===== config.mk =====
export PLATFORM = sky130hd
export DESIGN_NAME = ad80305_rx_deframer
export DESIGN_NICKNAME = d
export VERILOG_FILES = /design/src/rtl/ad80305_rx_pkg.sv /design/src/rtl/ad80305_rx_lock_fsm.sv /design/src/rtl/ad80305_rx_deframer.sv
export SDC_FILE = /design/constraint.sdc
export NUM_CORES = 1
export LEC_CHECK = 0
export ABC_AREA = 1
export CAP_MARGIN = 20
export CORE_AREA = 2 2 135 97
export CTS_CLUSTER_DIAMETER = 200
export CTS_CLUSTER_SIZE = 28
export DETAILED_ROUTE_END_ITERATION = 10
export DIE_AREA = 0 0 137 99
export PLACE_DENSITY = 0.84
export SYNTH_ARGS = -nofsm -noshare
export SYNTH_HDL_FRONTEND = slang
export SYNTH_SLANG_ARGS = --single-unit
export TNS_END_PERCENT = 1

===== constraint.sdc =====
create_clock -name i_fpga_clk_125p -period 2.1 [get_ports i_fpga_clk_125p]
set_input_delay 0.21 -clock i_fpga_clk_125p [delete_from_list [all_inputs] [get_ports i_fpga_clk_125p]]
set_output_delay 0.21 -clock i_fpga_clk_125p [all_outputs]
set_load 0.01 [all_outputs]

===== src/rtl/ad80305_rx_pkg.sv =====
// Shared types and constants for the AD80305 RX deframer.
package ad80305_rx_pkg;

  typedef enum logic [1:0] {
    ST_SEARCH = 2'd0,
    ST_VERIFY = 2'd1,
    ST_LOCKED = 2'd2
  } rx_state_t;

  localparam int unsigned RX_DW_DEF    = 12;
  localparam int unsigned RX_FRAME_BIT = RX_DW_DEF;   // frame bit sits just above the sample
  localparam int unsigned RX_MAX_NCH   = 4;
  localparam int unsigned RX_ERR_CNT_W = 16;
  localparam int unsigned RX_IDX_W     = $clog2(2 * RX_MAX_NCH);
  localparam int unsigned RX_VCNT_W    = 4;           // holds LOCK_SETS up to 15

  // Lock tracker context carried from beat to beat
  typedef struct packed {
    rx_state_t             st;
    logic [RX_IDX_W-1:0]   idx;
    logic [RX_VCNT_W-1:0]  vcnt;
    logic                  prev;
  } rx_ctx_t;

  // Result of processing one beat
  typedef struct packed {
    rx_ctx_t               ctx;
    logic                  wr;
    logic [RX_IDX_W-1:0]   widx;
    logic                  done;
    logic                  err;
  } rx_step_t;

endpackage


===== src/rtl/ad80305_rx_lock_fsm.sv =====
// Frame-lock tracker: state, beat index and verify counter, fed two frame
// bits per cycle (h first, then l). Emits per-beat slot writes and flags.
module ad80305_rx_lock_fsm
  import ad80305_rx_pkg::*;
#(
  parameter int unsigned NCH       = 2,
  parameter int unsigned LOCK_SETS = 4
) (
  input  logic                i_fpga_clk_125p,
  input  logic                i_fpga_rst_125p,
  input  logic                beat_vld,
  input  logic                frame_h,
  input  logic                frame_l,
  input  logic                resync,
  output logic                wr_h,
  output logic [RX_IDX_W-1:0] widx_h,
  output logic                wr_l,
  output logic [RX_IDX_W-1:0] widx_l,
  output logic                done_h,
  output logic                done_l,
  output logic                frame_err,
  output logic                locked
);

  localparam logic [RX_IDX_W-1:0]  NCH_I = RX_IDX_W'(NCH);
  localparam logic [RX_IDX_W-1:0]  LAST  = RX_IDX_W'(2 * NCH - 1);
  localparam logic [RX_VCNT_W-1:0] VLAST = RX_VCNT_W'(LOCK_SETS - 1);

  rx_ctx_t  ctx_q, ctx_d;
  rx_step_t s_h, s_l;

  // One beat through the lock tracker
  function automatic rx_step_t step(input rx_ctx_t c, input logic f);
    rx_step_t r;
    r          = '0;
    r.ctx      = c;
    r.ctx.prev = f;
    if (c.st == ST_SEARCH) begin
      if (!c.prev && f) begin
        r.wr       = 1'b1;
        r.widx     = '0;
        r.ctx.idx  = RX_IDX_W'(1);
        r.ctx.st   = ST_VERIFY;
        r.ctx.vcnt = '0;
      end
    end else if (f != (c.idx < NCH_I)) begin
      r.err      = 1'b1;
      r.ctx.st   = ST_SEARCH;
      r.ctx.idx  = '0;
      r.ctx.vcnt = '0;
    end else begin
      r.wr   = 1'b1;
      r.widx = c.idx;
      if (c.idx == LAST) begin
        r.ctx.idx = '0;
        if (c.st == ST_VERIFY) begin
          if (c.vcnt == VLAST) begin
            r.ctx.st   = ST_LOCKED;
            r.ctx.vcnt = '0;
          end else begin
            r.ctx.vcnt = c.vcnt + 1'b1;
          end
        end else begin
          r.done = 1'b1;
        end
      end else begin
        r.ctx.idx = c.idx + 1'b1;
      end
    end
    return r;
  endfunction

  // Context register
  always_ff @(posedge i_fpga_clk_125p or negedge i_fpga_rst_125p) begin
    if (!i_fpga_rst_125p) begin
      ctx_q    <= '0;
      ctx_q.st <= ST_SEARCH;
    end else begin
      ctx_q <= ctx_d;
    end
  end

  // Next context and per-beat strobes; an error ends the cycle's processing,
  // so the l beat after an h error only refreshes the previous-frame bit
  always_comb begin
    ctx_d     = ctx_q;
    wr_h      = 1'b0;
    widx_h    = '0;
    wr_l      = 1'b0;
    widx_l    = '0;
    done_h    = 1'b0;
    done_l    = 1'b0;
    frame_err = 1'b0;
    s_h       = step(ctx_q, frame_h);
    if (s_h.err) begin
      s_l          = '0;
      s_l.ctx      = s_h.ctx;
      s_l.ctx.prev = frame_l;
    end else begin
      s_l = step(s_h.ctx, frame_l);
    end
    if (resync) begin
      ctx_d      = '0;
      ctx_d.st   = ST_SEARCH;
      ctx_d.prev = beat_vld ? frame_l : ctx_q.prev;
    end else if (beat_vld) begin
      ctx_d     = s_l.ctx;
      wr_h      = s_h.wr;
      widx_h    = s_h.widx;
      wr_l      = s_l.wr;
      widx_l    = s_l.widx;
      frame_err = s_h.err | s_l.err;
      done_h    = s_h.done & ~frame_err;
      done_l    = s_l.done & ~frame_err;
    end
  end

  assign locked = (ctx_q.st == ST_LOCKED);

endmodule


===== src/rtl/ad80305_rx_deframer.sv =====
// AD80305 RX deframer: splits DDR beat pairs into aligned I/Q sets for
// NCH channels behind a frame-lock tracker.
// Optional frame-error counter: define AD80305_RX_ERRCNT_EN.
module ad80305_rx_deframer
  import ad80305_rx_pkg::*;
#(
  parameter int unsigned DW        = RX_DW_DEF,
  parameter int unsigned NCH       = 2,
  parameter int unsigned LOCK_SETS = 4
) (
  input  logic                    i_fpga_clk_125p,
  input  logic                    i_fpga_rst_125p,
  input  logic                    i_beat_vld,
  input  logic [DW:0]             i_beat_h,
  input  logic [DW:0]             i_beat_l,
  input  logic                    i_resync,
  output logic                    o_iq_vld,
  output logic [NCH*DW-1:0]       o_idata,
  output logic [NCH*DW-1:0]       o_qdata,
  output logic                    o_locked,
  output logic                    o_frame_err,
  output logic [RX_ERR_CNT_W-1:0] o_err_cnt
);

  localparam int unsigned FB = DW;
  localparam int unsigned NS = 2 * NCH;

  logic                wr_h, wr_l, done_h, done_l, frame_err, locked;
  logic [RX_IDX_W-1:0] widx_h, widx_l;
  logic [DW-1:0]       slot_q   [NS];
  logic [DW-1:0]       slot_mid [NS];
  logic [DW-1:0]       slot_nxt [NS];
  logic [DW-1:0]       set_src  [NS];
  logic [NCH*DW-1:0]   pack_i, pack_q;
  logic [NCH*DW-1:0]   idata_q, qdata_q;
  logic                iq_vld_q, ferr_q;

  ad80305_rx_lock_fsm #(
    .NCH       (NCH),
    .LOCK_SETS (LOCK_SETS)
  ) u_lock (
    .i_fpga_clk_125p (i_fpga_clk_125p),
    .i_fpga_rst_125p (i_fpga_rst_125p),
    .beat_vld        (i_beat_vld),
    .frame_h         (i_beat_h[FB]),
    .frame_l         (i_beat_l[FB]),
    .resync          (i_resync),
    .wr_h            (wr_h),
    .widx_h          (widx_h),
    .wr_l            (wr_l),
    .widx_l          (widx_l),
    .done_h          (done_h),
    .done_l          (done_l),
    .frame_err       (frame_err),
    .locked          (locked)
  );

  // Slot image after the h write and after the l write; a set closed by h
  // must be taken from the mid image before l starts the next set
  always_comb begin
    slot_mid = slot_q;
    for (int unsigned s = 0; s < NS; s++) begin
      if (wr_h && widx_h == RX_IDX_W'(s)) slot_mid[s] = i_beat_h[DW-1:0];
    end
    slot_nxt = slot_mid;
    for (int unsigned s = 0; s < NS; s++) begin
      if (wr_l && widx_l == RX_IDX_W'(s)) slot_nxt[s] = i_beat_l[DW-1:0];
    end
  end

  // Even slots to I, odd slots to Q, from whichever image closed the set
  always_comb begin
    set_src = slot_nxt;
    if (done_h) set_src = slot_mid;
    pack_i = '0;
    pack_q = '0;
    for (int unsigned k = 0; k < NCH; k++) begin
      pack_i[k*DW +: DW] = set_src[2*k];
      pack_q[k*DW +: DW] = set_src[2*k+1];
    end
  end

  // Slot storage
  always_ff @(posedge i_fpga_clk_125p or negedge i_fpga_rst_125p) begin
    if (!i_fpga_rst_125p) begin
      for (int unsigned s = 0; s < NS; s++) slot_q[s] <= '0;
    end else begin
      slot_q <= slot_nxt;
    end
  end

  // Output registers: data held between strobes
  always_ff @(posedge i_fpga_clk_125p or negedge i_fpga_rst_125p) begin
    if (!i_fpga_rst_125p) begin
      iq_vld_q <= 1'b0;
      ferr_q   <= 1'b0;
      idata_q  <= '0;
      qdata_q  <= '0;
    end else begin
      iq_vld_q <= done_h | done_l;
      ferr_q   <= frame_err;
      if (done_h || done_l) begin
        idata_q <= pack_i;
        qdata_q <= pack_q;
      end
    end
  end

  assign o_iq_vld    = iq_vld_q;
  assign o_idata     = idata_q;
  assign o_qdata     = qdata_q;
  assign o_frame_err = ferr_q;
  assign o_locked    = locked;

`ifdef AD80305_RX_ERRCNT_EN
  logic [RX_ERR_CNT_W-1:0] err_cnt_q;

  // Saturating frame-error counter, cleared by resync
  always_ff @(posedge i_fpga_clk_125p or negedge i_fpga_rst_125p) begin
    if (!i_fpga_rst_125p) begin
      err_cnt_q <= '0;
    end else if (i_resync) begin
      err_cnt_q <= '0;
    end else if (frame_err && err_cnt_q != '1) begin
      err_cnt_q <= err_cnt_q + 1'b1;
    end
  end

  assign o_err_cnt = err_cnt_q;
`else
  assign o_err_cnt = '0;
`endif

endmodule


==> run summary, run 1 <==
The highest layer touched by signal routing is met4. The floorplan die width is 137 um, and the antenna diode count is 0. The final worst clock skew is 5.19 ps, and the via count of the first global-routing pass is 5302. The estimated wirelength of the detail-placed design is 11700 um, and the initial cell density of the core is 47.1%.

After the first detailed-routing iteration, the DRC count stood at 538. In this run the power density over the cells is 661 nW/um2. The cell count of the worst reg-to-reg path was 14. Setup violations remaining at the end of the flow were counted as 57. TritonCTS built the clock tree.

Global routing used 25.4% of the available tracks across all layers. For the finished layout, the period the worst path requires is 2230 ps. The worst setup path is launched from a flop. The initial antenna violation count was 0; the xor/xnor cell area share of the yosys netlist was 0.304%.

In this run the cell area measured after placement is 7240 um2. Entering global routing, the biggest net connects 55 pins. For the met1 wire length, the log shows 7610 um. The worst register-to-register path ends at o_idata[23]$_DFFE_PN0P_. The top cell types in the final layout, fill and taps aside, are nand2_1, dfrtp_1, clkdlybuf4s50_1, buf_4, inv_1. Summing every instance area after synthesis gives 5770 um2. Wire segments on met2 add up to 7220 um in the final route. The total of flip-flops plus latches after synthesis was 108. The initialized floorplan defines 34 standard-cell rows.

Wires add up to 16500 um. Compared with the post-synthesis result, the final layout area differs by 38.3%. Dominant combinational cell family by area after synthesis: simple AND/OR/NAND/NOR gates. The setup path with the least slack is of type reg2reg. The count of buffer and inverter cells on the critical path was 4; the final RePlAce weighted congestion was 0.990. Of the available clock period, the critical path in the final layout requires 106%. The fraction of the mapped netlist area in compound gates was 13.2%.

The number of I/O port buffers is 80. The library cell with the largest summed area after synthesis was dfrtp_1. Share of the yosys chip area belonging to registers: 46.8%. The sum of overflow across all layers after global routing came out at 0. The total count of hold-check failures in the final report came out at 0. The final hold slack is 311 ps, and the gate count after technology mapping is 745.

Delay contributed by the slowest stage of the critical path: 410 ps. The count of nets left with antenna violations once routing finished came out at 0. For the warning count from the yosys run, the log shows 0.

The worst hold path belongs to the class in2async. The checks that failed: negative setup slack. The clock drives 108 sinks. The die is 99 um tall. Among the stages of the critical path, the cell type that occurs most often is nand2_1. The run gives 97 as the number of ports placed on the die boundary. The floorplan step defined a die boundary enclosing 13600 um2.

The maximum root-to-sink buffer count came out at 2. Setup repair after global routing could not meet its margin everywhere. After clock tree synthesis, the clock-pin slew on the worst setup and hold paths is 70 ps. The routed design uses 1340 um of met3 wire.

The worst setup path is captured at a flop. Counting the buffers created by CTS gives 9. The worst path arrival time was 2530 ps; the core box area was 12300 um2.

Counting distinct cell types in the post-synthesis netlist gives 36. The ratio of cells with drive above 1 in the final layout came out at 25.0%. CTS placed an instance of clkbuf_16 at the clock tree root.

The run finished, with violations left. Once layout is complete, the utilization of the core stands at 65.1%. The tools report the global-route wire length before repair as 26800 um. The maximum achievable frequency was 448 MHz; the layout filler cell count was 967. The commonest non-fill, non-tap cell in the layout was nand2_1. The clock latency on the worst-skew pair is 350 ps, and the average footprint of a synthesized cell is 7.74 um2. Broken down by cell family, the worst path's largest delay share belongs to simple AND/OR/NAND/NOR gates.

Startpoint of the worst register-to-register path: u_lock.ctx_q[5]$_DFFE_PN0P_. The logs give -134 ps for the final worst-path setup slack and 451 uV for the maximum resistive drop on vdd. CTS built an H-tree with a depth of 3.

The total leakage power is 4.06 nW, and the routed length per instance is 15.6 um. The via-per-instance ratio was 5.22; the required time at the endpoint of the critical path was 2390 ps. The slowest cell on the critical path was dfrtp_1.

The logs give 5 for the iteration count of the initial detailed-routing pass and 7980 um2 for the final design instance area without fill. After Yosys synthesis, and, or, nand and nor cells account for 28.8% of the synthesized area. Traced cell by cell, the critical path runs through ha_4, inv_4, nor2_4, nor2_2, nand4_1, nand2_1, buf_4, nand4_1, inv_2, nand3_4, buf_6, o21ai_1, nand2_1, nand2_1.

The top fanout value on the critical path was 8; the area fraction of the dominant cell type after synthesis was 46.8%. After synthesis, the share of cell area in mux cells is 0%. The tool flagged a number of max-cap violations equal to 0.

The run gives 0 as the detailed-route DRC error count. After the last flow step, the layout net total stands at 925. The synthesized-area fraction occupied by adder cells is 0.867%. By area the synthesized netlist is led by dfrtp_1, nand2_1, o21ai_0. In this run the register-to-register setup slack is -130 ps. The run gives 0 as the total count of max-transition violations in the final report. The final route contains 5518 vias.
==> sequential cells by signal (all words and copies together) (netlist names) <==
register	flops
o_frame_err	1
o_qdata	24
u_lock.ctx_q	10
slot_q	48
o_idata	24
o_iq_vld	1
==> cell type report <==
type                    instances  area [um2]  share of cell area, %
well taps                     162         203                   2.54
inverters                      71         287                   3.59
flip-flops and latches        108        2710                   33.9
repair buffers                166        1620                   20.2
multi-input cells             535        2870                   36.0
clock buffers                   9         225                   2.82
clock inverters                 6        71.3                  0.894
==> logic make-up after synthesis <==
logic type / Yosys count
AOI/OAI and AO/OA: 131
buffers and inverters: 117
xor gates and xnor gates: 2
DFF: 108
and+or+nand+nor: 382
other: 1
adders and majority gates: 4
==> power breakdown <==
group | total (mW) | internal (mW) | switching, mW | leakage [nW]
combinational | 1.20 | 0.495 | 0.703 | 2.45
sequential | 2.36 | 2.29 | 0.0664 | 1.47
clock | 1.72 | 0.934 | 0.790 | 0.144
==> per-layer routing <==
| layer | GRT usage (%) | up-vias |
|---|---|---|
| met2 | 36.5 | 247 |
| li1 | - | 2658 |
| met4 | 8.33 | 0 |
| met3 | 5.97 | 41 |
| met1 | 37.7 | 2572 |
| met5 | 0 | - |
==> what timing repair did <==
action / in CTS / in global routing
pin swaps: 24 / 12
endpoints found under the hold margin: 25 / 0
hold buffers: 1 / 0
setup buffers: 5 / 1
gates resized for setup: 60 / 52
cloned: 1 / 0
setup endpoints to repair: 69 / 106
==> worst max path at each step <==
stage | start | endpoint | cells after the start
global placement | i_beat_h[12] | u_lock.ctx_q[4]$_DFFE_PN0P_ | 17
floorplan | u_lock.ctx_q[6]$_DFFE_PN0P_ | u_lock.ctx_q[4]$_DFFE_PN0P_ | 16
finish | u_lock.ctx_q[5]$_DFFE_PN0P_ | o_idata[23]$_DFFE_PN0P_ | 14
detailed placement | i_beat_h[12] | u_lock.ctx_q[4]$_DFFE_PN0P_ | 17
global route | u_lock.ctx_q[6]$_DFFE_PN0P_ | o_idata[11]$_DFFE_PN0P_ | 14
CTS | u_lock.ctx_q[6]$_DFFE_PN0P_ | o_idata[12]$_DFFE_PN0P_ | 15
==> worst reg2reg max path, stage by stage (launching register included) <==
cell and delay, ps:
dfrtp_1 410, ha_4 180, inv_4 60, nor2_4 50, nor2_2 140, nand4_1 150, nand2_1 150, buf_4 120
nand4_1 100, inv_2 130, nand3_4 120, buf_6 170, o21ai_1 190, nand2_1 140, nand2_1 80
==> stage by stage <==
stage	TNS [ps]	std cells	total power [mW]	setup slack [ps]
floorplan	-71.1	760	3.05	-71.1
global placement	-22580	1034	3.41	-393
detailed placement	-26980	1034	3.45	-452
CTS	-2290	1056	5.22	-90.7
global route	-11030	1057	5.53	-227
finish	-3720	1057	5.28	-134
==> synth_stat cells <==
| cell | number |
|---|---|
| nand3_4 | 1 |
| o22ai_1 | 1 |
| o21ai_2 | 22 |
| o2111ai_1 | 1 |
| nand3_2 | 2 |
| nand3_1 | 29 |
| buf_4 | 22 |
| nor3_1 | 4 |
| nand4_1 | 15 |
| o21ai_1 | 48 |
| inv_2 | 7 |
| nor3_2 | 1 |
| a21oi_1 | 3 |
| nor2_1 | 23 |
| dfrtp_1 | 108 |
| o41ai_1 | 1 |
| a21oi_2 | 1 |
| nand2_1 | 289 |
| nor2_4 | 1 |
| nand2_4 | 4 |
| ha_1 | 4 |
| xor2_1 | 2 |
| nand4_4 | 1 |
| inv_1 | 62 |
| inv_4 | 2 |
| conb_1 | 1 |
| buf_2 | 13 |
| a32oi_1 | 2 |
| nor2_8 | 1 |
| o21ai_0 | 51 |
| a31oi_1 | 1 |
| buf_6 | 4 |
| nand4_2 | 3 |
| nor2_2 | 1 |
| nand2_2 | 7 |
| clkbuf_1 | 7 |
Note: power is estimated with default switching activity, not from simulation.
==> inputs of run 2 (changes only) <==
CORE_AREA = 2 2 145 105   (was 2 2 135 97)
DIE_AREA = 0 0 147 107   (was 0 0 137 99)
PLACE_DENSITY = 0.86   (was 0.84)
SYNTH_HIERARCHICAL = 1   (was default)
==> run 2 against run 1 <==
The flow still finishes with violations (negative setup slack). Critical endpoint is now o_idata[8]$_DFFE_PN0P_. Largest cell class unchanged. Global-route usage up 4.3 points. Wire length rose by 40%. Combinational power fell by 19%. Sequential power shrank 4%.
==> run summary, run 2 <==
97 I/O pins were placed. The total of flip-flops plus latches after synthesis was 108. The antenna diode count is 0.

The average footprint of a synthesized cell was 6.64 um2; the total instance count after detailed placement was 1400. The number of I/O port buffers is 80, and the area fraction of the dominant cell type after synthesis is 37.8%. The initial detailed-routing violation count is 977. The run finished, with violations left. The library cells used most frequently in the layout, excluding fill and tap cells, are nand2_1, nand3_1, inv_1, dfrtp_1, clkdlybuf4s50_1. For this run, the leading register cell type out of synthesis is dfrtp_1. For the worst-skew pair, the clock arrives at the later sink with an insertion delay of 370 ps. For this run, the slowest stage of the critical path takes 470 ps. For this run, the number of standard cells in the final layout without fillers is 1418.

The tools report the total count of max-transition violations in the final report as 0. Endpoint class of the critical path: a flop. In this run the tightest slew margin relative to its limit is 62.9%. In the synthesized netlist, mux cells make up 0% of the area. The first global-routing pass estimated 36200 um of wire. Library cell with the largest summed area after synthesis: dfrtp_1.

The run gives 23100 um as the wire length after detailed routing. The total via count in the routed design was 7606; the top fanout value on the critical path was 4. In this run, the clock network consumes 33.6% of the power. Commonest non-fill, non-tap cell in the layout: nand2_1. The commonest cells after synthesis are nand2_1, nand3_1, inv_1. Setup repair after global routing could not meet its margin everywhere. The H-tree was split into 3 levels. The maximum root-to-sink buffer count is 2. Static timing analysis puts the maximum clock frequency at 411 MHz. The dominant delay contributor by cell family on the critical path was simple AND/OR/NAND/NOR gates. By area, the combinational part of the netlist is dominated by simple AND/OR/NAND/NOR gates.

TritonCTS built the clock tree. Across the run, the number of max-cap violations was 0. The die is 107 um tall. During synthesis, Yosys emitted a total of 6 warnings.

Via-per-instance ratio: 5.36. The post-synthesis instance area was 7160 um2; the power per standard cell area was 521 nW/um2. The net count of the finished layout came out at 1253.

The synthesized-area fraction occupied by adder cells is 0.699%. The run gives 0.997 as the final RePlAce weighted congestion. The die covers 15700 um2.

The critical path's most frequent cell was inv_2. Combined global-route utilization of all metal layers: 29.6%. Summed over all cells, the static leakage comes to 4.90 nW. In the post-synthesis netlist, the biggest area contributors are dfrtp_1, nand2_1, nand3_1. The logs give 49.9% for the initial cell density of the core and 37.8% for the share of the yosys chip area belonging to registers. At the worst endpoint, the arrival time is 2690 ps.

The maximum resistive drop on vdd is 421 uV. Counting flops with an async set or reset pin after synthesis yields a share of 100%. The clock transition at the register clock pins on the worst setup and hold paths after CTS was 80 ps.

Summing the areas of all xor and xnor instances in the mapped netlist gives 0% of the synthesized area. Of the total power, registers draw 46.4%. After layout, the worst path uses 116% of the clock period.

The routed length per instance was 16.3 um. The critical path depth is 17, and the final critical-path required period is 2430 ps. Summed over all layers, the global routing overflow is 0. The synthesized design contains 0 enable-type register cells. The cell with the most instances after synthesis was nand2_1.

The checks that failed: negative setup slack. Largest net degree at the start of global routing: 50. More flip-flops sit in one register than any other, and that register is slot_q. Synthesis produced 1078 cells. The growth of design area from synthesis to finish works out to 30.7%.

For the required time at the endpoint of the critical path, the log shows 2360 ps. The slowest stage of the critical path belongs to the cell dfrtp_2. The run gives 101 as the number of setup violations in the final report. Type of the most critical hold path: in2async. For the pin with the worst max-slew slack, the measured transition is 557 ps. The nature of the critical path startpoint is a flop. Combinational logic burns 20.1% of the power. The analysis attributes to net switching a power of 1.47 mW. For the worst flop-to-flop path, the logic depth is 17. In this run the clock root is driven by a clkbuf_16. The initial antenna violation count was 0; the internal portion of total power was 3.40 mW. The number of library cell types mapped by synthesis came out at 34. Iteration count of the initial detailed-routing pass: 8. The detailed-route DRC error count was 0; the row count was 37.

From left edge to right edge, the die measures 147 um. The fraction of the mapped netlist area in compound gates is 2.52%, and the count of buffer and inverter cells on the critical path is 4. The number of buffers inserted during clock tree synthesis was 9.

The signal on the critical path passes through o21ai_4, nand3_4, o21ai_2, nand2_2, nand3_2, nand2_4, nand2_4, nand3_2, inv_2, inv_2, nor2_4, nand3b_1, inv_2, buf_4, nand2_2, nand3_1, nand2_1. The tools report the core occupancy in the finished layout as 65.2%. The estimated wirelength of the detail-placed design was 16600 um. For this design, the sink count on the clock tree is 108. The total area inside the core boundary comes to 14400 um2. The basic-gate share of the synthesized area counting and, or, nand and nor cells works out to 44.7%. The total count of hold-check failures in the final report was 0. The post-place setup slack was -619 ps. The setup path with the least slack is of type reg2reg. The ratio of cells with drive above 1 in the final layout was 17.5%. The flip-flop count of the largest register after layout was 48.

For the final worst-path setup slack, the log shows -331 ps. Net switching is 30.1% of the power. The via count of the first global-routing pass is 7017, and the final worst clock skew is 10.4 ps. The detail route stage leaves a number of antenna-violating nets equal to 0.
==> run 2: cell count changes in the layout (fill, tap and decap cells not counted), sizes merged, moves of 3 or more <==
cell	previous run	this run
nor2	26	35
nand4	19	2
nand3	32	236
and2	0	48
nand2	300	372
inv	74	169
o21ai	121	23
nor3	5	8
buf	86	99
==> run 2: kinds of logic (layout without fill, tap and decap cells) <==
| logic type | after synthesis | in the layout |
|---|---|---|
| DFF | 108 | 108 |
| buffers and inverters | 232 | 362 |
| other | 1 | 16 |
| and+or+nand+nor | 705 | 705 |
| AOI/OAI and AO/OA | 28 | 28 |
| adders and majority gates | 4 | 4 |
==> run 2: path summary, 6_finish.rpt <==
check / start / endpoint / slack, ps
min: i_fpga_rst_125p / u_lock/ctx_q[1]$_DFFE_PN0P_ / 380
max: u_lock/ctx_q[6]$_DFFE_PN0P_ / o_idata[8]$_DFFE_PN0P_ / -330
max in group asynchronous: i_fpga_rst_125p / o_qdata[15]$_DFFE_PN0P_ / 1040
min in group i_fpga_clk_125p: u_lock/ctx_q[0]$_DFFE_PN0P_ / u_lock/ctx_q[0]$_DFFE_PN0P_ / 510
min reg2reg: u_lock/ctx_q[0]$_DFFE_PN0P_ / u_lock/ctx_q[0]$_DFFE_PN0P_ / 510
max reg2reg: u_lock/ctx_q[6]$_DFFE_PN0P_ / o_idata[8]$_DFFE_PN0P_ / -330
==> run 2: repair_timing <==
action | CTS | global route
resized for setup | 29 | 16
cloned | 0 | 0
setup buffers | 0 | 2
pin swaps | 19 | 8
endpoints found under the hold margin | 38 | 0
hold buffers | 1 | 0
endpoints found under the setup margin | 104 | 106
==> run 2: final cells by class <==
class | count | area (um2)
multi-input combinational | 753 | 3730
timing repair buffer | 179 | 1770
inverter | 168 | 638
fill | 1190 | 5000
clock buffer | 10 | 229
sequential | 108 | 2710
tap | 195 | 244
clock inverter | 5 | 38.8
==> run 2: routing by layer <==
metal  vias to the layer above  track usage [%]  part of all wire (%)
met3                        84             10.3                    14
met5                         -                0                     0
met2                       456             42.6                    42
li1                       3589                -                     -
met1                      3477             40.3                    41
met4                         0             13.5                   3.6
==> run 2: worst reg2reg max path: stages, from the launching register on <==
cell      delay (ps)
dfrtp_2          470
o21ai_4          200
nand3_4          130
o21ai_2          180
nand2_2          100
nand3_2          140
nand2_4           80
nand2_4           60
nand3_2           60
inv_2             60
inv_2             40
nor2_4           110
nand3b_1         180
inv_2            150
buf_4            150
nand2_2           50
nand3_1           90
nand2_1           70
==> run 2: power groups by stage <==
stage                     combinational (mW)  sequential (mW)  clock (mW)
final                                  0.977             2.26        1.63
after floorplan                        0.542             2.29           0
after global placement                 0.862             2.29           0
after detailed placement               0.887             2.30           0
after CTS                              0.933             2.26        1.65
after global routing                    1.07             2.27        1.73
==> run 2: metrics by stage <==
| stage | cell area (um2) | setup TNS [ps] | power, mW | hold slack [ps] |
|---|---|---|---|---|
| finish | 9360 | -25640 | 4.87 | 378 |
| global route | 9360 | -40280 | 5.06 | 450 |
| CTS | 9280 | -27080 | 4.84 | 407 |
| detailed placement | 8930 | -54590 | 3.18 | 233 |
| global placement | 8930 | -50090 | 3.15 | 231 |
| floorplan | 7370 | -23840 | 2.83 | -85.6 |
==> inputs of run 3 (changes only) <==
CORE_AREA = 2 2 174 125   (was 2 2 145 105)
DIE_AREA = 0 0 176 127   (was 0 0 147 107)
PLACE_DENSITY = 0.66   (was 0.86)
==> run 3 against run 2 <==
The run still ends with negative setup slack left. Critical endpoint is now slot_q[39]$_DFF_PN0_. Utilization decreased by 17 points. Fmax decreased by 1.8%. Global-route usage decreased by 7.4 points. Sequential share of layout area decreased by 1.3 points. Register-to-register slack got worse by 40 ps. Wire length increased by 8.0%.
==> run summary, run 3 (synthesized netlist as in run 2, its figures left out) <==
The run finished, with violations left. The final reports fail on negative setup slack. The H-tree depth came out at 3. For the final worst-path setup slack, the log shows -375 ps.

In the layout the commonest cells are nand2_1, nand3_1, inv_1, dfrtp_1, buf_4. The run gives 65.0% as the relative slew slack. Combinational logic burns 19.4% of the power. Per report_power, the sequential group accounts for 44.6% of the total.

In this run the worst path has a maximum fanout of 12. The routed length per instance works out to 16.4 um. The initial antenna violation count came out at 0.

The region available for standard cell placement spans 20500 um2. In the final layout, the multi-input gates occupy 3820 um2. For this run the aggregate overflow at the end of global routing stands at 0.

Counting along the longest clock path gives a buffer depth of 2. For flop-to-flop paths, the worst setup slack is -370 ps. The run gives 1.54 mW as the power spent charging and discharging nets.

The detailed-route DRC error count was 0; the power per standard cell area was 516 nW/um2. TritonCTS built the clock tree. The run gives 370 ps as the clock latency on the worst-skew pair. Among all stages on the critical path, the largest delay is contributed by dfrtp_2. The tools report the met2 routing resource usage after global routing as 30.8%. Static timing analysis puts the maximum clock frequency at 404 MHz. The congestion estimate from routability-driven global placement came to 0.948. Leaving out fill and tap cells, the most frequent cell in the layout is nand2_1. The final critical-path required period came out at 2470 ps. The signal on the critical path passes through ha_4, inv_4, nor2_4, nor2_4, a22oi_4, nand2_2, nand2_4, buf_4, nand3_4, nor2_2, nor2_4, nand3b_1, buf_6, nand3_1, and2_1.

The overall die area is 22400 um2, and the total count of hold-check failures in the final report is 0. The maximum resistive drop on vdd came out at 418 uV. By startpoint and endpoint, the worst setup path is classified as reg2reg. After layout, the design draws a total of 5.06 mW. The clock transition at the register clock pins on the worst setup and hold paths after CTS was 80 ps; the antenna diode count was 0.

The logs give 22.2% for the combined global-route utilization of all metal layers and 2370 ps for the required time at the endpoint of the critical path. The final design instance area without fill is 9810 um2. The via-per-instance ratio is 4.92, and the number of I/O port buffers is 80.

For this design the top-level I/O count stands at 97. The share of total power dissipated in the clock network is 36.0%. The number of sinks driven by the clock tree came out at 108.

Detailed placement ended at an HPWL of 17400 um. The routed design has 25000 um of wire. The layout has 2022 filler cells. Summing over every cut layer, the via total after detailed routing is 7474. The slew of the pin with the lowest slew margin is 524 ps, and the final cycle utilization of the critical path is 118%. The switching share of power was 30.4%; the sequential cell area was 2710 um2. The tools report the root cell of the clock tree as clkbuf_16. For met1 alone, demand over resource in global routing was 33.7%. The tools report the endpoint class of the critical path as a flop.

The nature of the critical path startpoint was a flop. The first TritonRoute pass finished after 5 iterations. Across the routed clock network, the largest skew measured is 8.39 ps. For the initial detailed-routing violation count, the log shows 869.

Setup repair after global routing could not meet its margin everywhere. The delay contributed by the slowest stage of the critical path was 450 ps; the number of setup violations in the final report was 102. The register with the most flip-flops is slot_q. Among the stages of the critical path, the cell type that occurs most often is nor2_4. The cell family contributing the most delay on the critical path is simple AND/OR/NAND/NOR gates. For the cell area after placement, the log shows 9050 um2. Max-cap violations in this run came to 0.

The net count of the finished layout is 1273. The met3 usage in global routing is 6.34%. The register with the most flip-flops in the layout has 48 of them.

For the internal portion of total power, the log shows 3.53 mW. The via count of the first global-routing pass was 6793; the global-route wire length before repair was 38300 um. From synthesis to final layout, the design area changed by 37.1%.

In this run the vertical extent of the chip is 127 um. The total count of max-transition violations in the final report was 0. The die is 176 um wide. For the worst setup path, the data arrival time is 2740 ps. In this run the most used layer during global routing was met1. The initial utilization of the core area, before any placement, comes to 34.9%. Summed over all cells, the static leakage comes to 5.07 nW. The post-route netlist has 20.1% of its cells at a drive strength greater than 1.

Buffers inserted during clock tree synthesis total 9. The run gives 48 as the largest net degree at the start of global routing. The remaining antenna violation count is 0, and the row count is 44.

The critical path contains buffers and inverters numbering 3 combined. The tightest min-delay check is of the in2async type.
==> run 3: cell types whose count changed in the layout (fill, tap and decap cells not counted), moves of 3 or more <==
cell | before | now
nand3_2 | 8 | 5
buf_6 | 6 | 10
and2_4 | 4 | 0
clkinvlp_4 | 3 | 0
clkinv_4 | 0 | 3
o21ai_1 | 12 | 9
buf_4 | 77 | 90
nand2_1 | 346 | 330
buf_16 | 0 | 3
and2_1 | 44 | 48
nand2_2 | 23 | 36
nand2_4 | 3 | 6
==> run 3: power by group through the flow <==
stage / clock network [mW] / registers, mW / logic [mW]
floorplan: 0 / 2.29 / 0.542
detailed placement: 0 / 2.29 / 0.912
global placement: 0 / 2.29 / 0.898
global route: 1.93 / 2.27 / 1.08
finish: 1.82 / 2.26 / 0.983
CTS: 1.84 / 2.25 / 0.932
==> run 3: worst paths after layout <==
path,start,to,depth (start not counted)
worst max-delay path,u_lock/ctx_q[6]$_DFFE_PN0P_,slot_q[39]$_DFF_PN0_,15
worst min-delay path,i_fpga_rst_125p,u_lock/ctx_q[2]$_DFFE_PN0P_,2
worst max register to register,u_lock/ctx_q[6]$_DFFE_PN0P_,slot_q[39]$_DFF_PN0_,15
min in group i_fpga_clk_125p,u_lock/ctx_q[0]$_DFFE_PN0P_,u_lock/ctx_q[0]$_DFFE_PN0P_,2
worst min register to register,u_lock/ctx_q[0]$_DFFE_PN0P_,u_lock/ctx_q[0]$_DFFE_PN0P_,2
max in group asynchronous,i_fpga_rst_125p,slot_q[6]$_DFF_PN0_,3
==> run 3: through the flow <==
| step | utilization [%] | setup slack, ps | hold slack [ps] | instances | setup TNS [ps] |
|---|---|---|---|---|---|
| floorplan | - | -280 | -85.6 | 1093 | -23840 |
| global placement | 44.1 | -557 | 221 | 1488 | -49570 |
| detailed placement | 44.1 | -622 | 221 | 1488 | -56130 |
| CTS | 46.7 | -321 | 395 | 1514 | -27090 |
| global route | 47.8 | -522 | 440 | 1520 | -44610 |
| finish | 47.8 | -375 | 369 | 1520 | -28530 |
==> run 3: layout make-up <==
class                      count  area share, %
clock inverter                 7          0.765
tap                          276           3.52
clock buffer                   9           2.30
timing repair buffer         199           20.4
sequential                   108           27.6
multi-input combinational    753           38.9
inverter                     168           6.55
==> run 3: per-layer routing <==
layer	share of wire (%)	routed length, um
met1	47	11700
met2	41	10200
met3	10	2600
met4	1.9	486
met5	0	0
==> run 3: repair_timing <==
| action | in CTS | in global routing |
|---|---|---|
| hold buffers | 1 | 0 |
| endpoints found under the hold margin | 35 | 0 |
| cloned | 3 | 3 |
| setup endpoints to repair | 104 | 106 |
| setup buffers | 6 | 6 |
| gates resized for setup | 28 | 51 |
| pin swaps | 10 | 24 |
==> patch (flow settings as in run 2) <==
Build with the macro `AD80305_RX_ERRCNT_EN` defined.
--- a/src/rtl/ad80305_rx_deframer.sv
+++ b/src/rtl/ad80305_rx_deframer.sv
@@ -1,6 +1,8 @@
 // AD80305 RX deframer: splits DDR beat pairs into aligned I/Q sets for
 // NCH channels behind a frame-lock tracker.
 // Optional frame-error counter: define AD80305_RX_ERRCNT_EN.
+`define AD80305_RX_ERRCNT_EN
+
 module ad80305_rx_deframer
   import ad80305_rx_pkg::*;
 #(
Function: changed (a bounded check fails within 4 cycles, from zero or initial values and one cycle with i_fpga_rst_125p low).
==> patch against run 2 <==
Highest routed layer unchanged; synthesized area increased by 4.9%; setup slack worse by 0.24 ns; sequential cell count is 16 higher; design area is 11% higher; sequential share of layout area increased by 0.90 points; largest cell class unchanged; routed wire length is 11% higher; the flow still finishes with violations (negative setup slack); clock power grew 96%; non-clock buffer count is 12 higher; total power rose by 36%; sequential power is 12% higher.
==> patch: results (changes against run 2) <==
* Count of different cell masters after synthesis: 33 (-2.9%)
* Slack of the critical path: -0.5703 ns (-0.2397 ns)
- The portion of netlist area occupied by mux cells was 0% (unchanged).
- The global-route track usage on met2 came to 50.94% (+8.4 points).
* Layout cell share with drive strength beyond 1: 17.67% (+0.18 points)
* Count of nets after finishing: 1295 (+3.4%)
* Number of flip-flops under the largest register name: 48 (unchanged)
- The met1 capacity usage during global routing is 42.50% (+2.2 points).
* Total routing usage reported by global routing: 32.61% (+3.0 points)
- Final weighted congestion in routability-driven placement: 0.9356 (-6.2%)
* Top cells by area in the synthesized netlist: dfrtp_1 (41%), nand2_1 (20%), inv_1 (8.5%), nand3_1 (6.1%), o21ai_0 (5.5%)
* Post-synthesis share of cell area spent on full adders, half adders and majority gates: 0.8331% (+0.13 points)
- The number of global-route vias before repair came to 8008 (+14%).
- The summed negative setup slack over all endpoints came to -46.83 ns (-21.20 ns).
- CTS HTree Levels: 4 (+1)
- The endpoint identified for the worst register-to-register timing path is o_qdata[12]$_DFFE_PN0P_.
* Compound-Gate Fraction of Synth Area: 12.35% (+9.8 points)
* Filler Cell Count: 1013 (-15%)
- Portion of the post-synthesis area used by sequential elements: 41.32% (+3.6 points)
- Combinational gate power: 899 uW (-8.0%)
- Latest clock arrival within the worst-skew pair: 0.42 ns (+0.05 ns)
- Via Count: 8207 (+7.9%)
- TritonRoute pass-1 iters: 6 (-2)
* Iter 0 DRT Violations: 1030 (+5.4%)
- Clock skew: 0.006867 ns (-0.003548 ns)
- The setup violation total in the final timing report came to 120 (+19%).
- Result of the run: finished, violations left
- The clock transition at the registers of the reported paths was 0.06 ns (-0.02 ns).
- Peak supply drop: 0.6106 mV (+45%)
* Wire length reported by the detailed router: 25600 um (+11%)
- Half-perimeter wire length after placement: 15820 um (-4.5%)
- The worst reg2reg path depth is 18 (+1).
- The data arrival at the endpoint of the critical path came to 2.97 ns (+0.28 ns).
- The checks that failed: negative setup slack.
- Leakage component of the power: 0.005173 uW (+5.6%)
- Critical path peak fanout: 11 (+7)
- The CTS buffer count came to 17 (+8).
- The maximum single-stage delay on the critical path is 0.43 ns (-0.04 ns).
- The count of input and output buffers is 96 (+20%).
* Metal-1 WL: 10220 um (+7.4%)
- Cell count after placement: 1418 (+1.3%)
- Leading post-synthesis cells by instance count: nand2_1 (394), inv_1 (171), dfrtp_1 (124)
* Routed met2 length: 11620 um (+20%)
- Met3 demand-to-capacity share in global routing: 10.30% (-0.043 points)
- The actual slew at the worst max-slew pin came to 0.5573 ns (+0.0003169 ns).
- Met3 routed wirelength: 2813 um (-10%)
## patch: area by class of cell
class | instances | share of cell area (%)
multi-input combinational | 748 | 36.51
sequential | 124 | 29.82
timing repair buffer | 191 | 18.77
inverter | 177 | 6.442
clock buffer | 22 | 4.459
tap | 195 | 2.344
clock inverter | 10 | 1.575
timing repair inverter | 1 | 0.07212
## patch: stage by stage
stage | power (uW) | area, um^2 | hold slack, ns | worst slack [ns]
finish | 6624 | 10410 | 0.3185 | -0.5703
global route | 6819 | 10410 | 0.3801 | -0.6624
CTS | 6546 | 10250 | 0.3320 | -0.4015
detailed placement | 3379 | 9371 | 0.2340 | -0.6665
global placement | 3343 | 9371 | 0.2265 | -0.5316
floorplan | 3007 | 7587 | -0.08559 | -0.2886
## patch: repair_timing
item / CTS / global route
hold buffers: 1 / 0
pin swaps: 8 / 30
endpoints found under the setup margin: 119 / 122
gates cloned: 4 / 1
buffers inserted: 6 / 7
endpoints found under the hold margin: 34 / 0
gates resized for setup: 34 / 92
